`config.mk`:
```
export PLATFORM = sky130hd
export DESIGN_NAME = nx_node_loader
export DESIGN_NICKNAME = d
export VERILOG_FILES = /design/src/rtl/nx_node_loader_pkg.sv /design/src/rtl/nx_msg_out_reg.sv /design/src/rtl/nx_node_loader.sv
export SDC_FILE = /design/constraint.sdc
export NUM_CORES = 1
export LEC_CHECK = 0
export CAP_MARGIN = 15
export CELL_PAD_IN_SITES_DETAIL_PLACEMENT = 1
export CELL_PAD_IN_SITES_GLOBAL_PLACEMENT = 2
export CORE_UTILIZATION = 30
export DETAILED_ROUTE_END_ITERATION = 12
export GPL_ROUTABILITY_DRIVEN = 1
export PLACE_DENSITY_LB_ADDON = 0.08
export SKIP_LAST_GASP = 1
export SLEW_MARGIN = 20
export SYNTH_ARGS = -nofsm -noshare
export SYNTH_HDL_FRONTEND = slang
export SYNTH_SLANG_ARGS = --single-unit
export TNS_END_PERCENT = 10
```
`constraint.sdc`:
```
create_clock -name i_clk -period 3.3 [get_ports i_clk]
set_clock_uncertainty 0.2 [all_clocks]
set_input_delay 0.33 -clock i_clk [delete_from_list [all_inputs] [get_ports i_clk]]
set_output_delay 0.33 -clock i_clk [all_outputs]
set_load 0.005 [all_outputs]
```
`src/rtl/nx_node_loader_pkg.sv`:
```
// Shared node message definitions (the NXConstants set). The node decoder
// imports the same package so encoder and decoder agree bit-for-bit.
//
// Message layout, MSB first:
//   [63:60] row  [59:56] column  [55:54] command  [53:0] payload
// Payloads (zero padded at the top):
//   load     : address[41:32], data[31:0]
//   loopback : select[23:16], mask[15:0]
//   control  : num_instr[31:16], num_output[15:0]
package nx_node_loader_pkg;

  localparam int ROW_WIDTH        = 4;
  localparam int COLUMN_WIDTH     = 4;
  localparam int MESSAGE_WIDTH    = 64;
  localparam int NODE_PARAM_WIDTH = 16;

  localparam int NODE_ADDR_WIDTH  = 10;
  localparam int NODE_DATA_WIDTH  = 32;
  localparam int LB_SEG_WIDTH     = 16;
  localparam int LB_SEL_WIDTH     = 8;

  typedef enum logic [1:0] {
    NODE_LOAD     = 2'd0,
    NODE_LOOPBACK = 2'd1,
    NODE_SIGNAL   = 2'd2,
    NODE_CONTROL  = 2'd3
  } node_command_t;

  typedef struct packed {
    logic [ROW_WIDTH-1:0]    row;
    logic [COLUMN_WIDTH-1:0] column;
    node_command_t           command;
  } node_header_t;

  localparam int HEADER_WIDTH  = $bits(node_header_t);
  localparam int PAYLOAD_WIDTH = MESSAGE_WIDTH - HEADER_WIDTH;

  typedef struct packed {
    logic [PAYLOAD_WIDTH-NODE_ADDR_WIDTH-NODE_DATA_WIDTH-1:0] pad;
    logic [NODE_ADDR_WIDTH-1:0]                               address;
    logic [NODE_DATA_WIDTH-1:0]                               data;
  } node_load_t;

  typedef struct packed {
    logic [PAYLOAD_WIDTH-LB_SEL_WIDTH-LB_SEG_WIDTH-1:0] pad;
    logic [LB_SEL_WIDTH-1:0]                           select;
    logic [LB_SEG_WIDTH-1:0]                           mask;
  } node_loopback_t;

  typedef struct packed {
    logic [PAYLOAD_WIDTH-2*NODE_PARAM_WIDTH-1:0] pad;
    logic [NODE_PARAM_WIDTH-1:0]                 num_instr;
    logic [NODE_PARAM_WIDTH-1:0]                 num_output;
  } node_control_t;

  typedef struct packed {
    node_header_t               header;
    logic [PAYLOAD_WIDTH-1:0]   payload;
  } node_message_t;

  function automatic node_message_t pack_message(
    input logic [ROW_WIDTH-1:0]    row,
    input logic [COLUMN_WIDTH-1:0] column,
    input node_command_t           command,
    input logic [PAYLOAD_WIDTH-1:0] payload
  );
    node_message_t m;
    m.header.row     = row;
    m.header.column  = column;
    m.header.command = command;
    m.payload        = payload;
    return m;
  endfunction

endpackage

```
`src/rtl/nx_msg_out_reg.sv`:
```
// Single-entry valid/ready output register.
//   clk, rst    : clock, synchronous active-high reset
//   load_valid  : upstream has a message to store
//   load_data   : message to store
//   load_ready  : register can accept this cycle (empty or draining)
//   msg_data    : held message, stable while msg_valid && !msg_ready
//   msg_valid   : register holds a message
//   msg_ready   : downstream consumes the held message
// A drain and a load in the same cycle overwrite with no bubble.
module nx_msg_out_reg #(
  parameter int WIDTH = 64
) (
  input  logic             clk,
  input  logic             rst,
  input  logic             load_valid,
  input  logic [WIDTH-1:0] load_data,
  output logic             load_ready,
  output logic [WIDTH-1:0] msg_data,
  output logic             msg_valid,
  input  logic             msg_ready
);

  assign load_ready = !msg_valid || msg_ready;

  always_ff @(posedge clk) begin
    if (rst) begin
      msg_valid <= 1'b0;
      msg_data  <= '0;
    end else if (load_ready) begin
      msg_valid <= load_valid;
      if (load_valid) msg_data <= load_data;
    end
  end

endmodule

```
`src/rtl/nx_node_loader.sv`:
```
// Host-side encoder that programs one mesh node: accepts a request plus a
// stream of instruction words and emits load, loopback and control messages,
// in that order, on a valid/ready message stream.
//   i_clk, i_rst          : clock, synchronous active-high reset
//   o_idle                : no request in progress and output register empty
//   i_req_*               : programming request (row, column, counts, mask)
//   i_instr_*/o_instr_ready : instruction word stream
//   o_msg_*/i_msg_ready   : encoded message stream
//   o_error               : one-cycle pulse when a request is rejected
// INPUTS must be a multiple of LB_SEG_W.
module nx_node_loader
  import nx_node_loader_pkg::*;
#(
  parameter int INPUTS     = 32,
  parameter int RAM_ADDR_W = 10,
  parameter int RAM_DATA_W = 32,
  parameter int LB_SEG_W   = 16
) (
  input  logic                        i_clk,
  input  logic                        i_rst,
  output logic                        o_idle,
  input  logic [ROW_WIDTH-1:0]        i_req_row,
  input  logic [COLUMN_WIDTH-1:0]     i_req_column,
  input  logic [NODE_PARAM_WIDTH-1:0] i_req_num_instr,
  input  logic [NODE_PARAM_WIDTH-1:0] i_req_num_output,
  input  logic [INPUTS-1:0]           i_req_loopback,
  input  logic                        i_req_valid,
  output logic                        o_req_ready,
  input  logic [RAM_DATA_W-1:0]       i_instr_data,
  input  logic                        i_instr_valid,
  output logic                        o_instr_ready,
  output logic [MESSAGE_WIDTH-1:0]    o_msg_data,
  output logic                        o_msg_valid,
  input  logic                        i_msg_ready,
  output logic                        o_error
);

  localparam int LB_SEGS   = INPUTS / LB_SEG_W;
  localparam int SEG_CNT_W = (LB_SEGS > 1) ? $clog2(LB_SEGS) : 1;
  localparam logic [NODE_PARAM_WIDTH-1:0] MAX_INSTR = NODE_PARAM_WIDTH'(2 ** RAM_ADDR_W);

  typedef enum logic [1:0] {S_IDLE, S_LOAD, S_LOOPBACK, S_CONTROL} state_t;

  state_t                      state, state_next;
  logic [ROW_WIDTH-1:0]        row_q;
  logic [COLUMN_WIDTH-1:0]     column_q;
  logic [NODE_PARAM_WIDTH-1:0] num_instr_q;
  logic [NODE_PARAM_WIDTH-1:0] num_output_q;
  logic [INPUTS-1:0]           lb_mask_q;
  logic [NODE_PARAM_WIDTH-1:0] addr_cnt;
  logic [SEG_CNT_W-1:0]        seg_cnt;
  logic                        error_q;

  logic                        req_accept, instr_accept, seg_load;
  logic                        oversize;
  logic                        load_valid, load_ready;
  logic [MESSAGE_WIDTH-1:0]    load_data;
  node_load_t                  ld;
  node_loopback_t              lb;
  node_control_t               ctl;

  assign oversize = i_req_num_instr > MAX_INSTR;
  assign o_idle   = (state == S_IDLE) && !o_msg_valid;
  assign o_error  = error_q;

  always_ff @(posedge i_clk) begin
    if (i_rst) begin
      state        <= S_IDLE;
      row_q        <= '0;
      column_q     <= '0;
      num_instr_q  <= '0;
      num_output_q <= '0;
      lb_mask_q    <= '0;
      addr_cnt     <= '0;
      seg_cnt      <= '0;
      error_q      <= 1'b0;
    end else begin
      state   <= state_next;
      error_q <= 1'b0;
      if (req_accept) begin
        row_q        <= i_req_row;
        column_q     <= i_req_column;
        num_instr_q  <= i_req_num_instr;
        num_output_q <= i_req_num_output;
        lb_mask_q    <= i_req_loopback;
        addr_cnt     <= '0;
        seg_cnt      <= '0;
        error_q      <= oversize;
      end
      if (instr_accept) addr_cnt <= addr_cnt + 1'b1;
      if (seg_load)     seg_cnt  <= seg_cnt + 1'b1;
    end
  end

  always_comb begin
    state_next    = state;
    o_req_ready   = 1'b0;
    o_instr_ready = 1'b0;
    req_accept    = 1'b0;
    instr_accept  = 1'b0;
    seg_load      = 1'b0;
    load_valid    = 1'b0;
    load_data     = '0;

    ld            = '0;
    ld.address    = NODE_ADDR_WIDTH'(addr_cnt);
    ld.data       = NODE_DATA_WIDTH'(i_instr_data);
    lb            = '0;
    lb.select     = LB_SEL_WIDTH'(seg_cnt);
    lb.mask       = LB_SEG_WIDTH'(lb_mask_q >> (LB_SEG_W * int'(seg_cnt)));
    ctl           = '0;
    ctl.num_instr  = num_instr_q;
    ctl.num_output = num_output_q;

    case (state)
      S_IDLE: begin
        o_req_ready = !o_msg_valid && !i_rst;
        if (i_req_valid && o_req_ready) begin
          req_accept = 1'b1;
          if (oversize)                   state_next = S_IDLE;
          else if (i_req_num_instr == '0) state_next = S_LOOPBACK;
          else                            state_next = S_LOAD;
        end
      end
      S_LOAD: begin
        o_instr_ready = load_ready && !i_rst;
        if (i_instr_valid && o_instr_ready) begin
          instr_accept = 1'b1;
          load_valid   = 1'b1;
          load_data    = pack_message(row_q, column_q, NODE_LOAD, ld);
          if (addr_cnt == num_instr_q - 1'b1) state_next = S_LOOPBACK;
        end
      end
      S_LOOPBACK: begin
        load_valid = 1'b1;
        load_data  = pack_message(row_q, column_q, NODE_LOOPBACK, lb);
        if (load_ready) begin
          seg_load = 1'b1;
          if (seg_cnt == SEG_CNT_W'(LB_SEGS - 1)) state_next = S_CONTROL;
        end
      end
      S_CONTROL: begin
        load_valid = 1'b1;
        load_data  = pack_message(row_q, column_q, NODE_CONTROL, ctl);
        if (load_ready) state_next = S_IDLE;
      end
      default: state_next = S_IDLE;
    endcase
  end

  nx_msg_out_reg #(.WIDTH(MESSAGE_WIDTH)) u_out_reg (
    .clk        (i_clk),
    .rst        (i_rst),
    .load_valid (load_valid),
    .load_data  (load_data),
    .load_ready (load_ready),
    .msg_data   (o_msg_data),
    .msg_valid  (o_msg_valid),
    .msg_ready  (i_msg_ready)
  );

endmodule
```
==> flow_summary_export.csv <==
group,metric,value,unit
finish,nFillCells,2554,
synth,synth_edf_count,0,
synth,yosys_warnings,0,
clock_network,cts_setup_buffers,0,
synth,yosysSeqAreaShare,42.8,%
global_route,grt_max_degree,108,
timing,fin_crit_sh,82.3,%
critical_path,worstSetupPathType,"flip-flop to primary output",
synth,syn_area,6780,um^2
timing,finalCriticalPeriod,2720,ps
synth,ys_ff_latch,145,
critical_path,critical_path_required,2770,ps
floorplanning,chipHeight,152,um
timing,rsz0062_at_grt,"no",
routing,initialDrtViolationCount,368,
job,max_cap_violations,0,
timing,maxSlewHeadroom,34.2,%
routing,antenna_left,0,
clock_network,clock-root-buffer,"clkbuf_16",
critical_path,slowest_delay,580,ps
finish,num_antenna_cells,0,
routing,post_drt_wl_per_cell,17.9,um
timing,hold_violations,0,
power_and_ir_drop,ir_drop,245,uV
critical_path,crit_start,"state[0]$_SDFFE_PP0P_",
critical_path,r2r_cells,8,
status,violations,"design-rule violations",
critical_path,endpoint,"o_req_ready",
clock_network,cts_buffer_depth,2,
timing,setup-violations-final,0,
clock_network,clk_latency,420,ps
critical_path,rrSetupSlack,650,ps
critical_path,worst-path-stages,5,
placed_design,place.gp.congestion,0.824,
power_and_ir_drop,p_leak,3.44,nW
critical_path,critPathTopFamily,"buffers and inverters",
global_route,grt_pass1_vias,6538,
critical_path,critPathLaunchType,"flip-flop",
critical_path,cp-end-kind,"primary output",
timing,tightest_slew,987,ps
global_route,gr-usage-all-layers,19.3,%
global_route,overflow,0,
critical_path,path_max_fanout,7,
clock_network,clock_sinks,145,
floorplanning,start_util,30.8,%
placed_design,port_buffers,165,
finish,area_growth,35.1,%
finish,multiInputGateArea,3520,um^2
critical_path,rr_endpoint,"u_out_reg.msg_data[8]$_SDFFE_PP0P_",
timing,fmax,0.368,GHz
clock_network,cts_resized,0,
routing,dr_total_vias,6296,
status,status,"complete, but fails checks",
synth,synthCells,812,
placed_design,dp_hpwl,15500,um
routing,totalWireLength,22100,um
global_route,grt_pass1_wl,35500,um
floorplanning,die_x,152,um
synth,async_reset_ff_share,0,%
floorplanning,num_rows,54,
critical_path,rr_startpoint,"state[0]$_SDFFE_PP0P_",
critical_path,cp_cell_sequence,"inv_1 -> ha_1 -> nor2b_1 -> nor2b_1 -> clkdlybuf4s50_1",
floorplanning,pin_count,178,
clock_network,cts_hold_buf,0,
routing,route.detailed.drc,5,
clock_network,cts_tree,"yes",
finish,utilization,41.6,%
timing,finalSetupTns,0,ps
finish,seqCellArea,2900,um^2
floorplanning,dieArea,23200,um^2
power_and_ir_drop,p_per_area,457,nW/um^2
clock_network,numCtsBuffers,17,
critical_path,worst_path_most_repeated_cell,"nor2b_1",
routing,vias_per_cell,5.10,
synth,synth_cell_types,58,
critical_path,critPathBufInv,2,
floorplanning,core-area,22000,um^2
clock_network,cts_max_level,4,
finish,drive_gt1_share,8.39,%
finish,layout.nets,1057,
synth,syn_area_per_cell,8.35,um^2
clock_network,path_clk_slew,60,ps
critical_path,slowest_stage,"clkdlybuf4s50_1",
global_route,antenna_found_initial,0,
min_path,hold_class,"primary input to flip-flop",
routing,drt_pass1_iterations,11,
timing,slew_viol_final,0,
synth,yosys_most_used_dff,"dfxtp_1",
critical_path,arrival,2190,ps
-- cell usage in the layout (no fill, tap or decap), drive strengths merged, types with 8 or more instances in the layout --
cell type / n
a222oi: 17
nand3: 22
buf: 16
nor2: 59
dfxtp: 145
a221oi: 15
nor3: 23
o21ai: 14
clkbuf: 18
a21oi: 36
nand2: 179
conb: 12
clkinv: 8
inv: 12
xnor2: 11
a211oi: 20
nand3b: 76
clkdlybuf4s50: 164
mux2: 19
-- worst min-delay path by stage --
stage | from | endpoint | cells past startpoint
floorplan | i_req_column[0] | column_q[0]$_SDFFE_PP0P_ | 2
global placement | row_q[3]$_SDFFE_PP0P_ | u_out_reg.msg_data[63]$_SDFFE_PP0P_ | 2
detailed placement | u_out_reg.msg_data[62]$_SDFFE_PP0P_ | u_out_reg.msg_data[62]$_SDFFE_PP0P_ | 2
CTS | i_rst | u_out_reg.msg_valid$_SDFFE_PP0N_ | 2
global route | i_rst | u_out_reg.msg_valid$_SDFFE_PP0N_ | 2
finish | i_rst | u_out_reg.msg_valid$_SDFFE_PP0N_ | 2
-- per-stage QoR --
step / instance area, um^2 / setup slack (ps) / cells / power, mW / hold slack [ps]
floorplan: 6830 / 1050 / 823 / 2.14 / 229
global placement: 8600 / 658 / 1203 / 2.33 / 240
detailed placement: 8600 / 570 / 1203 / 2.34 / 253
CTS: 9170 / 508 / 1234 / 4.24 / 136
global route: 9170 / 317 / 1234 / 4.38 / 158
finish: 9170 / 584 / 1234 / 4.19 / 145
-- cells by family after synthesis --
family / count (synthesis) / share of synthesized area, %
compound gates: 133 / 14.3
xor+xnor: 18 / 2.43
fa+ha+maj: 6 / 1.11
buf+inv: 90 / 5.99
flops: 145 / 42.8
mux: 19 / 3.15
other cells: 1 / 0.0553
simple gates: 400 / 30.2
-- registers in the layout, indices dropped and copies added (netlist names), 2 cells and up --
| signal | count |
|---|---|
| state | 2 |
| addr_cnt | 16 |
| num_output_q | 16 |
| lb_mask_q | 32 |
| u_out_reg.msg_data | 52 |
| num_instr_q | 16 |
| row_q | 4 |
| column_q | 4 |
-- area by class of cell --
| cell class | instances | share of cell area, % |
|---|---|---|
| timing repair buffer | 180 | 19.5 |
| clock inverter | 13 | 1.49 |
| inverter | 10 | 0.410 |
| multi-input combinational | 588 | 38.4 |
| tap | 280 | 3.82 |
| clock buffer | 18 | 4.68 |
| sequential | 145 | 31.7 |
-- power by group --
part | internal, mW | total [mW] | switching, mW
Sequential | 1.82 | 1.88 | 0.0614
Clock | 1.11 | 1.89 | 0.776
Combinational | 0.232 | 0.429 | 0.197
Total | 3.16 | 4.19 | 1.03
-- Yosys cell counts (13+ instances only) --
library cell	instances	area [um^2]
a211oi_1	20	150
a21oi_1	36	180
a221oi_1	15	131
a222oi_1	17	170
buf_4	13	97.6
clkbuf_1	47	176
dfxtp_1	145	2900
mux2_2	16	180
nand2_1	179	672
nand3_1	22	110
nand3b_1	76	571
nor2_1	59	221
nor3_1	21	105
-- worst register-to-register path, cell delays in order, from the launching register on --
cell and delay, ps:
dfxtp_1 340, inv_1 100, ha_1 490, nor2_1 180, a21oi_1 250, and2_2 430
buf_4 280, nor2_1 60, a211oi_1 220
-- per-layer routing --
layer  vias to the layer above  track usage (%)  wire, um
met5                         -                0         0
met4                         0             4.71       189
met3                        15             3.78       794
met2                       137             34.2     11300
met1                      3045             23.8      9820
li1                       3099                -         -
No activity file was read; power rests on OpenSTA's default activity.
